--- config.mk ---
export PLATFORM = sky130hd
export DESIGN_NAME = addsub_serial
export DESIGN_NICKNAME = d
export VERILOG_FILES = /design/src/rtl/addsub_pkg.sv /design/src/rtl/addsub_digit.sv /design/src/rtl/addsub_serial.sv
export SDC_FILE = /design/constraint.sdc
export NUM_CORES = 1
export LEC_CHECK = 0
export ABC_AREA = 1
export CAP_MARGIN = 25
export CORE_ASPECT_RATIO = 0.6
export CORE_MARGIN = 2
export CORE_UTILIZATION = 40
export DETAILED_ROUTE_END_ITERATION = 8
export GPL_TIMING_DRIVEN = 0
export PLACE_DENSITY = 0.67
export SYNTH_ARGS = -nofsm -noshare
export SYNTH_HDL_FRONTEND = slang
export SYNTH_SLANG_ARGS = --single-unit
export TNS_END_PERCENT = 20
--- constraint.sdc ---
create_clock -name CLK -period 1.8 [get_ports CLK]
set_clock_uncertainty 0.1 [all_clocks]
set_input_delay 0.27 -clock CLK [delete_from_list [all_inputs] [get_ports CLK]]
set_output_delay 0.27 -clock CLK [all_outputs]
set_load 0.02 [all_outputs]
--- src/rtl/addsub_pkg.sv ---
// Shared types and elaboration helpers for the digit-serial adder/subtractor.
package addsub_pkg;

  // Controller states: waiting for a request, stepping through digits,
  // presenting a result until the consumer takes it.
  typedef enum logic [1:0] {
    IDLE = 2'd0,
    BUSY = 2'd1,
    DONE = 2'd2
  } state_e;

  // Number of digits in one operand. A zero DIGIT is guarded so an illegal
  // parameter set still elaborates far enough to hit the parameter check.
  function automatic int ndig(input int width, input int digit);
    if (digit < 1) return 1;
    return width / digit;
  endfunction

  // Digit counter width; a single-digit operation still gets a 1-bit counter.
  function automatic int cnt_width(input int n);
    return (n <= 1) ? 1 : $clog2(n);
  endfunction

  // Legal parameter sets: at least one bit per digit, and the operand splits
  // into a whole number of digits.
  function automatic bit params_ok(input int width, input int digit);
    return (digit >= 1) && (width >= digit) && ((width % digit) == 0);
  endfunction

endpackage

--- src/rtl/addsub_digit.sv ---
// DIGIT-bit combinational adder slice. Besides the digit sum and carry out it
// exposes the carry into the digit's top bit, which the serial top needs to
// form signed overflow on the most significant digit.
module addsub_digit #(
  parameter int DIGIT = 4
) (
  input  logic [DIGIT-1:0] a,
  input  logic [DIGIT-1:0] b,
  input  logic             cin,
  output logic [DIGIT-1:0] sum,
  output logic             cout,
  output logic             c_top
);

  logic [DIGIT:0] full;

  // Widened add so the carry out lands in the extra bit. The carry into the
  // top bit is recovered from the top sum bit: s = a ^ b ^ c, so c = s ^ a ^ b.
  always_comb begin
    full  = {1'b0, a} + {1'b0, b} + (DIGIT+1)'(cin);
    sum   = full[DIGIT-1:0];
    cout  = full[DIGIT];
    c_top = full[DIGIT-1] ^ a[DIGIT-1] ^ b[DIGIT-1];
  end

endmodule

--- src/rtl/addsub_serial.sv ---
// Digit-serial adder/subtractor. A request is latched in IDLE, processed
// DIGIT bits per cycle (LSB digit first) in BUSY through one narrow adder,
// and presented in DONE until the consumer accepts it. Subtraction is folded
// into addition at accept time by inverting the B operand and the carry.
module addsub_serial
  import addsub_pkg::*;
#(
  parameter int WIDTH = 16,
  parameter int DIGIT = 4
) (
  input  logic             CLK,
  input  logic             ASYNCRESETN,
  input  logic [WIDTH-1:0] I0,
  input  logic [WIDTH-1:0] I1,
  input  logic             CIN,
  input  logic             SUB,
  input  logic             IN_VALID,
  output logic             IN_READY,
  output logic [WIDTH-1:0] O,
  output logic             COUT,
  output logic             V,
  output logic             OUT_VALID,
  input  logic             OUT_READY
);

  localparam int NDIG = ndig(WIDTH, DIGIT);
  localparam int CW   = cnt_width(NDIG);
  localparam logic [CW-1:0] K_LAST = CW'(NDIG - 1);

  // Reject parameter sets that do not split WIDTH into whole digits.
  if (!params_ok(WIDTH, DIGIT)) begin : g_bad_params
    $error("addsub_serial: WIDTH (%0d) must be a multiple of DIGIT (%0d), DIGIT >= 1",
           WIDTH, DIGIT);
  end

  state_e           state_q, state_d;
  logic [WIDTH-1:0] a_q, a_d;        // A operand, shifted right one digit per step
  logic [WIDTH-1:0] b_q, b_d;        // effective B (I1 or ~I1), shifted alike
  logic             carry_q, carry_d;
  logic [CW-1:0]    k_q, k_d;        // index of the digit being processed
  logic [WIDTH-1:0] res_q, res_d;    // partial result, filled from the top
  logic [WIDTH-1:0] o_q, o_d;
  logic             cout_q, cout_d;
  logic             v_q, v_d;

  logic [DIGIT-1:0] dig_sum;
  logic             dig_cout;
  logic             dig_ctop;
  logic [WIDTH-1:0] res_shift;

  // The one narrow adder: always works on the lowest digit of the shifting
  // operand registers together with the running carry.
  addsub_digit #(
    .DIGIT (DIGIT)
  ) u_digit (
    .a     (a_q[DIGIT-1:0]),
    .b     (b_q[DIGIT-1:0]),
    .cin   (carry_q),
    .sum   (dig_sum),
    .cout  (dig_cout),
    .c_top (dig_ctop)
  );

  // New sum digit enters at the top of the result register while older
  // digits move down; after NDIG steps the LSB digit sits at the bottom.
  // Shifting by DIGIT also covers NDIG = 1, where the sum is the whole result.
  always_comb begin
    res_shift = WIDTH'({dig_sum, res_q} >> DIGIT);
  end

  // Next-state and datapath control for the IDLE/BUSY/DONE sequence.
  always_comb begin
    // NOTE: every signal gets its hold value first, so no path through the
    // case leaves one unassigned and no latch is inferred.
    state_d = state_q;
    a_d     = a_q;
    b_d     = b_q;
    carry_d = carry_q;
    k_d     = k_q;
    res_d   = res_q;
    o_d     = o_q;
    cout_d  = cout_q;
    v_d     = v_q;

    case (state_q)
      IDLE: begin
        if (IN_VALID) begin
          a_d     = I0;
          b_d     = SUB ? ~I1 : I1;
          carry_d = SUB ? ~CIN : CIN;
          k_d     = '0;
          state_d = BUSY;
        end
      end

      BUSY: begin
        a_d     = a_q >> DIGIT;
        b_d     = b_q >> DIGIT;
        carry_d = dig_cout;
        res_d   = res_shift;
        k_d     = k_q + CW'(1);
        if (k_q == K_LAST) begin
          // Last digit: publish the result and flags, leave the counter clean.
          o_d     = res_shift;
          cout_d  = dig_cout;
          v_d     = dig_cout ^ dig_ctop;
          k_d     = '0;
          state_d = DONE;
        end
      end

      DONE: begin
        if (OUT_READY) state_d = IDLE;
      end

      default: state_d = IDLE;
    endcase
  end

  // State and datapath registers; reset discards any operation in flight.
  always_ff @(posedge CLK or negedge ASYNCRESETN) begin
    if (!ASYNCRESETN) begin
      state_q <= IDLE;
      a_q     <= '0;
      b_q     <= '0;
      carry_q <= 1'b0;
      k_q     <= '0;
      res_q   <= '0;
      o_q     <= '0;
      cout_q  <= 1'b0;
      v_q     <= 1'b0;
    end else begin
      // NOTE: non-blocking assignments so every register samples the values
      // from before this edge, independent of statement order.
      state_q <= state_d;
      a_q     <= a_d;
      b_q     <= b_d;
      carry_q <= carry_d;
      k_q     <= k_d;
      res_q   <= res_d;
      o_q     <= o_d;
      cout_q  <= cout_d;
      v_q     <= v_d;
    end
  end

  // Handshake flags come from the state register alone, so neither ready nor
  // valid has a combinational path from the opposite side's inputs.
  always_comb begin
    IN_READY  = (state_q == IDLE);
    OUT_VALID = (state_q == DONE);
    O         = o_q;
    COUT      = cout_q;
    V         = v_q;
  end

endmodule

==> results.yml <==
route:
  avgViaCountPerCell: 4.73
  post_drt_wl_per_cell_um: 13.5
  drcViolationCount: 0
  vias: 2315
  wl_um: 6630
  firstDrtPassIters: 4
  drtAntennaViolNets: 0
  drt_iter0_drc: 195
outcome:
  violations: "negative setup slack"
  status: "finished, violations left"
clocking:
  cts_tree: "done"
  clockRootBuffer: "clkbuf_16"
  htree_levels: 3
  clock_path_buffers: 2
  clk_latency_ns: 0.32
  clkTransAtPathRegs_ns: 0.06
  cts_made_buffers: 9
  clock_sinks: 67
global_routing:
  grt_use_total_pct: 17.8
  grt_pass1_wl_um: 11200
  grt_pass1_vias: 2314
  grt_max_degree: 68
  antenna_found_initial: 0
  grt-ovfl-total: 0
synth:
  yosys.area.top_type: "dfrtp_1"
  ys_seq_area_share_pct: 56.0
  synth_area_leaders: "dfrtp_1, nand2_1, o21ai_0, xnor2_1, inv_1"
  synth_commonest_cells: "nand2_1, dfrtp_1, o21ai_0, inv_1, xnor2_1"
  syn_inst: 310
  synthMuxAreaShare_pct: 0
  synth-adder-area-share_pct: 3.01
  yosys_warnings: 0
  synth.avg_cell_area_um2: 9.66
  synthFlopType: "dfrtp_1"
  syn_nets: 354
  synth-compound-area-share_pct: 13.8
  synth.most_common_cell: "nand2_1"
  synth_edf_count: 0
  async_flop_share_pct: 100
  syn_area_um2: 2990
  synth_top_family_by_area: "simple AND/OR/NAND/NOR gates"
  yosys.area.top_type_share_pct: 56.0
  ys_types: 27
  yosys.area_share.simple_pct: 14.7
  synth_xor_xnor_area_share_pct: 5.27
  ys_ff_latch: 67
final_layout:
  final_cells: 489
  drive_gt1_share_pct: 11.4
  syn2layout_area_growth_pct: 33.9
  nets: 424
  antenna_cells: 0
power:
  p_leak_nw: 1.81
  ir_drop_uv: 581
  fin_total_pwr_mw: 6.89
  power.density_nw_per_um2: 1720
setup_path:
  endpoint_kind: "register"
  path_max_fanout: 2
  critPathArrivalTime_ns: 1.91
  worstSetupStartpoint: "a_q[0]"
  critPathRequiredTime_ns: 1.91
  worstSetupPathType: "register to register"
  r2r-start: "a_q[0]"
  start_kind: "register"
place:
  dp_slack_ns: -0.0837
  gp_congestion: 0.804
  dp_cells: 470
  portBuffers: 56
  dp_hpwl_um: 4660
sta:
  rsz0062_at_grt: "true"
  fin_tns_setup_ns: -0.0161
  whs_ns: 0.299
  finalCritPeriodShare_pct: 101
  tightest_slew_ns: 0.846
  fin_ws_ns: -0.00992
  setup_violations: 2
  fmax_mhz: 553
  drv_slew: 0
  hold_viol: 0
  fin_crit_ns: 1.81
  slew_headroom_pct: 43.6
die:
  coreArea_um2: 7270
  start_util_pct: 41.2
  pin_count: 58
  dieArea_um2: 8220
  die_w_um: 116
  rows: 24
  die_y_um: 71.0
worst_hold_path:
  hold_path_class: "input pin to register"
  min-delay-start: "SUB"
job:
  drv_cap: 0
## what timing repair did
| action | in CTS | in global routing |
|---|---|---|
| hold buffers | 1 | 0 |
| resized for setup | 3 | 4 |
| pin swaps | 0 | 4 |
| cloned | 0 | 0 |
| endpoints found under the setup margin | 3 | 3 |
| buffers inserted | 0 | 2 |
| endpoints found under the hold margin | 67 | 0 |
## cell usage in the layout (no fill, tap or decap), types with 2 or more instances in the layout
master,instances
o21ai_0,35
clkinvlp_4,2
inv_2,6
buf_4,4
buf_6,2
a21oi_1,2
inv_1,31
nor2_1,2
buf_2,7
nand2_2,3
clkdlybuf4s50_1,53
clkinv_2,3
nand2_1,87
clkbuf_1,3
nand3_1,5
ha_1,4
clkbuf_16,9
dfrtp_1,67
xnor2_1,18
o21ai_1,2
o221ai_1,12
o211ai_1,7
nor2_4,2
dlygate4sd2_1,2
a22oi_1,6
fa_2,2
## power breakdown
| part | internal (mW) | leakage [nW] | switching, mW |
|---|---|---|---|
| Sequential | 2.13 | 0.864 | 0.330 |
| Combinational | 1.11 | 0.801 | 1.63 |
| Clock | 1.06 | 0.141 | 0.636 |
## path summary, 6_finish.rpt
kind,to,slack (ns),depth (start not counted)
max,V,-0.01,10
min,b_q[15],0.30,3
max reg2reg,V,-0.01,10
min reg2reg,O[1],0.37,2
max in group asynchronous,state_q[1],0.54,2
min in group asynchronous,a_q[14],0.49,2
## per-stage QoR
| step | util (%) | instance area [um^2] |
|---|---|---|
| floorplan | - | 2990 |
| global placement | 50.7 | 3680 |
| detailed placement | 50.7 | 3680 |
| CTS | 54.9 | 3990 |
| global route | 55.2 | 4010 |
| finish | 55.2 | 4010 |
## critical path, cell delays in order (launching register included)
cell and delay (ns):
dfrtp_1 0.39, fa_2 0.23, inv_2 0.04, fa_2 0.34
nand3b_1 0.20, nand2_2 0.09, nand2_1 0.06, nand2_2 0.08
inv_1 0.04, nand2_1 0.06, nand3_1 0.06
## per-layer routing
metal	GRT usage, %	share of wire (%)
met1	25.3	51
met2	25.7	42
met3	6.08	6.0
met4	5.42	1.1
met5	0	0
## cell type report
type	instances	area, um^2
Sequential cell	67	1680
Inverter	37	139
Tap cell	104	130
Clock inverter	7	68.8
Multi-Input combinational cell	193	1110
Clock buffer	9	225
Buffer	13	76.3
Timing Repair Buffer	59	581
Fill cell	696	3260
## sequential cells by signal (all words and copies together) (netlist names)
signal	count
O	16
a_q	16
b_q	16
res_q	12
k_q	2
state_q	2
COUT	1
V	1
carry_q	1
## cells by family (layout without fill, tap and decap cells)
group                      after synthesis  after routing
buffers and inverters                   50            125
DFF                                     67             67
AOI/OAI and AO/OA                       66             66
adders and majority gates                6              6
and+or+nand+nor                        103            103
xor gates and xnor gates                18             18
Note: power is estimated with default switching activity, not from simulation.
==> variant, RTL diff (same flow settings) <==
`WIDTH`: 16 -> 24.
--- a/src/rtl/addsub_serial.sv
+++ b/src/rtl/addsub_serial.sv
@@ -5,7 +5,7 @@
 module addsub_serial
   import addsub_pkg::*;
 #(
-  parameter int WIDTH = 16,
+  parameter int WIDTH = 24,
   parameter int DIGIT = 4
 ) (
   input  logic             CLK,
Interface: changed (resized I0, I1 and O); port bits go from 58 to 82. No check against the original RTL was run, so the function may have changed too.
==> variant against the original RTL <==
Wire length rose by 65%. Total power increased by 40%. Final area is 45% higher. Combinational power is 45% higher. Sequential cell count rose by 33. Synthesized area up 48%. Sequential power increased by 51%. Die area grew 45%. Setup slack better by 0.025 ns. Critical path depth up 1. Critical endpoint unchanged. Largest cell class unchanged.
==> variant: results <==
export IMPL_cpLargestDelayFamily="adder cells"
export IMPL_top_layer="met4"
export IMPL_drt_iter0_markers=260
export IMPL_wire_per_inst_um=15.3
export IMPL_synth_area_per_cell_um2=9.33
export IMPL_drive_gt1_share_pct=11.6
export IMPL_met1_usage_pct=28.3
export IMPL_gr_usage_met2_pct=29.4
export IMPL_place_inst=694
export IMPL_synth_top_cells_by_area="dfrtp_1 57%, nand2_1 15%, xnor2_1 5.0%"
export IMPL_nets=630
export IMPL_worst_hold_slack_ns=0.289
export IMPL_async_reset_ff_share_pct=100
export IMPL_instances_no_fill=715
export IMPL_critPathMaxFanout=4
export IMPL_grt_total_usage_pct=19.6
export IMPL_grt_first_pass_wirelength_um=18100
export IMPL_ys_top_cells_by_count="175 x nand2_1, 100 x dfrtp_1, 32 x o21ai_0"
export IMPL_port_buffers=80
export IMPL_n_antenna_cell=0
export IMPL_synthesis_nets=533
export IMPL_power_density_nw_per_um2=1660
export IMPL_ir_drop_v=0.000643
export IMPL_worstMarginPinSlew_ns=0.463
export IMPL_clockBufferDepth=2
export IMPL_grt_pass1_vias=3585
export IMPL_vias=3553
export IMPL_seq_power_w=0.00372
export IMPL_met3_usage_pct=6.15
export IMPL_outcome="complete, no violations"
export IMPL_clk_pin_slew_worst_paths_ns=0.06
export IMPL_r2r_setup_slack_ns=0.01
export IMPL_post_route_period_util_pct=99.2
export IMPL_ys_seq_area_share_pct=56.6
export IMPL_place_ws_ns=-0.162
export IMPL_dr_wl_met2_um=4740
export IMPL_clkLatencyLatePin_ns=0.34
export IMPL_cts_buffers_inserted=9
export IMPL_power_leakage_nw=2.65
export IMPL_cp_slowest_cell="fa_2"
export IMPL_dp_hpwl_um=7910
export IMPL_wl_met1_um=5500
export IMPL_post_cts_resized=4
export IMPL_placed_area_um2=5420
export IMPL_ys_types=30
export IMPL_place_gp_congestion=0.803
export IMPL_crit_arrival_ns=1.92
export IMPL_dr_pass1_iters=5
export IMPL_internal_power_w=0.00598
export IMPL_grt_max_degree=71
export IMPL_p_comb_w=0.00397
export IMPL_cts_root_buffer="clkbuf_16"
export IMPL_dr_wl_met3_um=617
export IMPL_switching_share_pct=38.0
export IMPL_fill_cells=966
==> variant: cells by family (layout without fill, tap and decap cells) <==
kind of cell	Yosys count	in the layout	synth area share, %
fa+ha+maj	5	5	1.75
buf+inv	52	154	5.80
flops	100	100	56.6
compound gates	84	84	11.7
simple gates	207	207	19.0
xor+xnor	26	26	5.15
==> variant: worst paths after layout <==
kind                             start  endpoint  depth (start not counted)
setup / recovery                a_q[0]         V                         11
hold / removal                     SUB    b_q[5]                          3
setup reg to reg                a_q[0]         V                         11
hold reg to reg                  O[14]     O[14]                          2
max in group asynchronous  ASYNCRESETN   b_q[15]                          3
min in group asynchronous  ASYNCRESETN      O[2]                          2
==> variant: layout make-up <==
type                       count  share of cell area [%]
clock inverter                 1                   0.517
multi-input combinational    322                    29.5
sequential                   100                    43.1
tap                          139                    2.99
buffer                        25                    2.67
inverter                      27                    1.74
clock buffer                  15                    4.61
timing repair buffer          86                    14.9
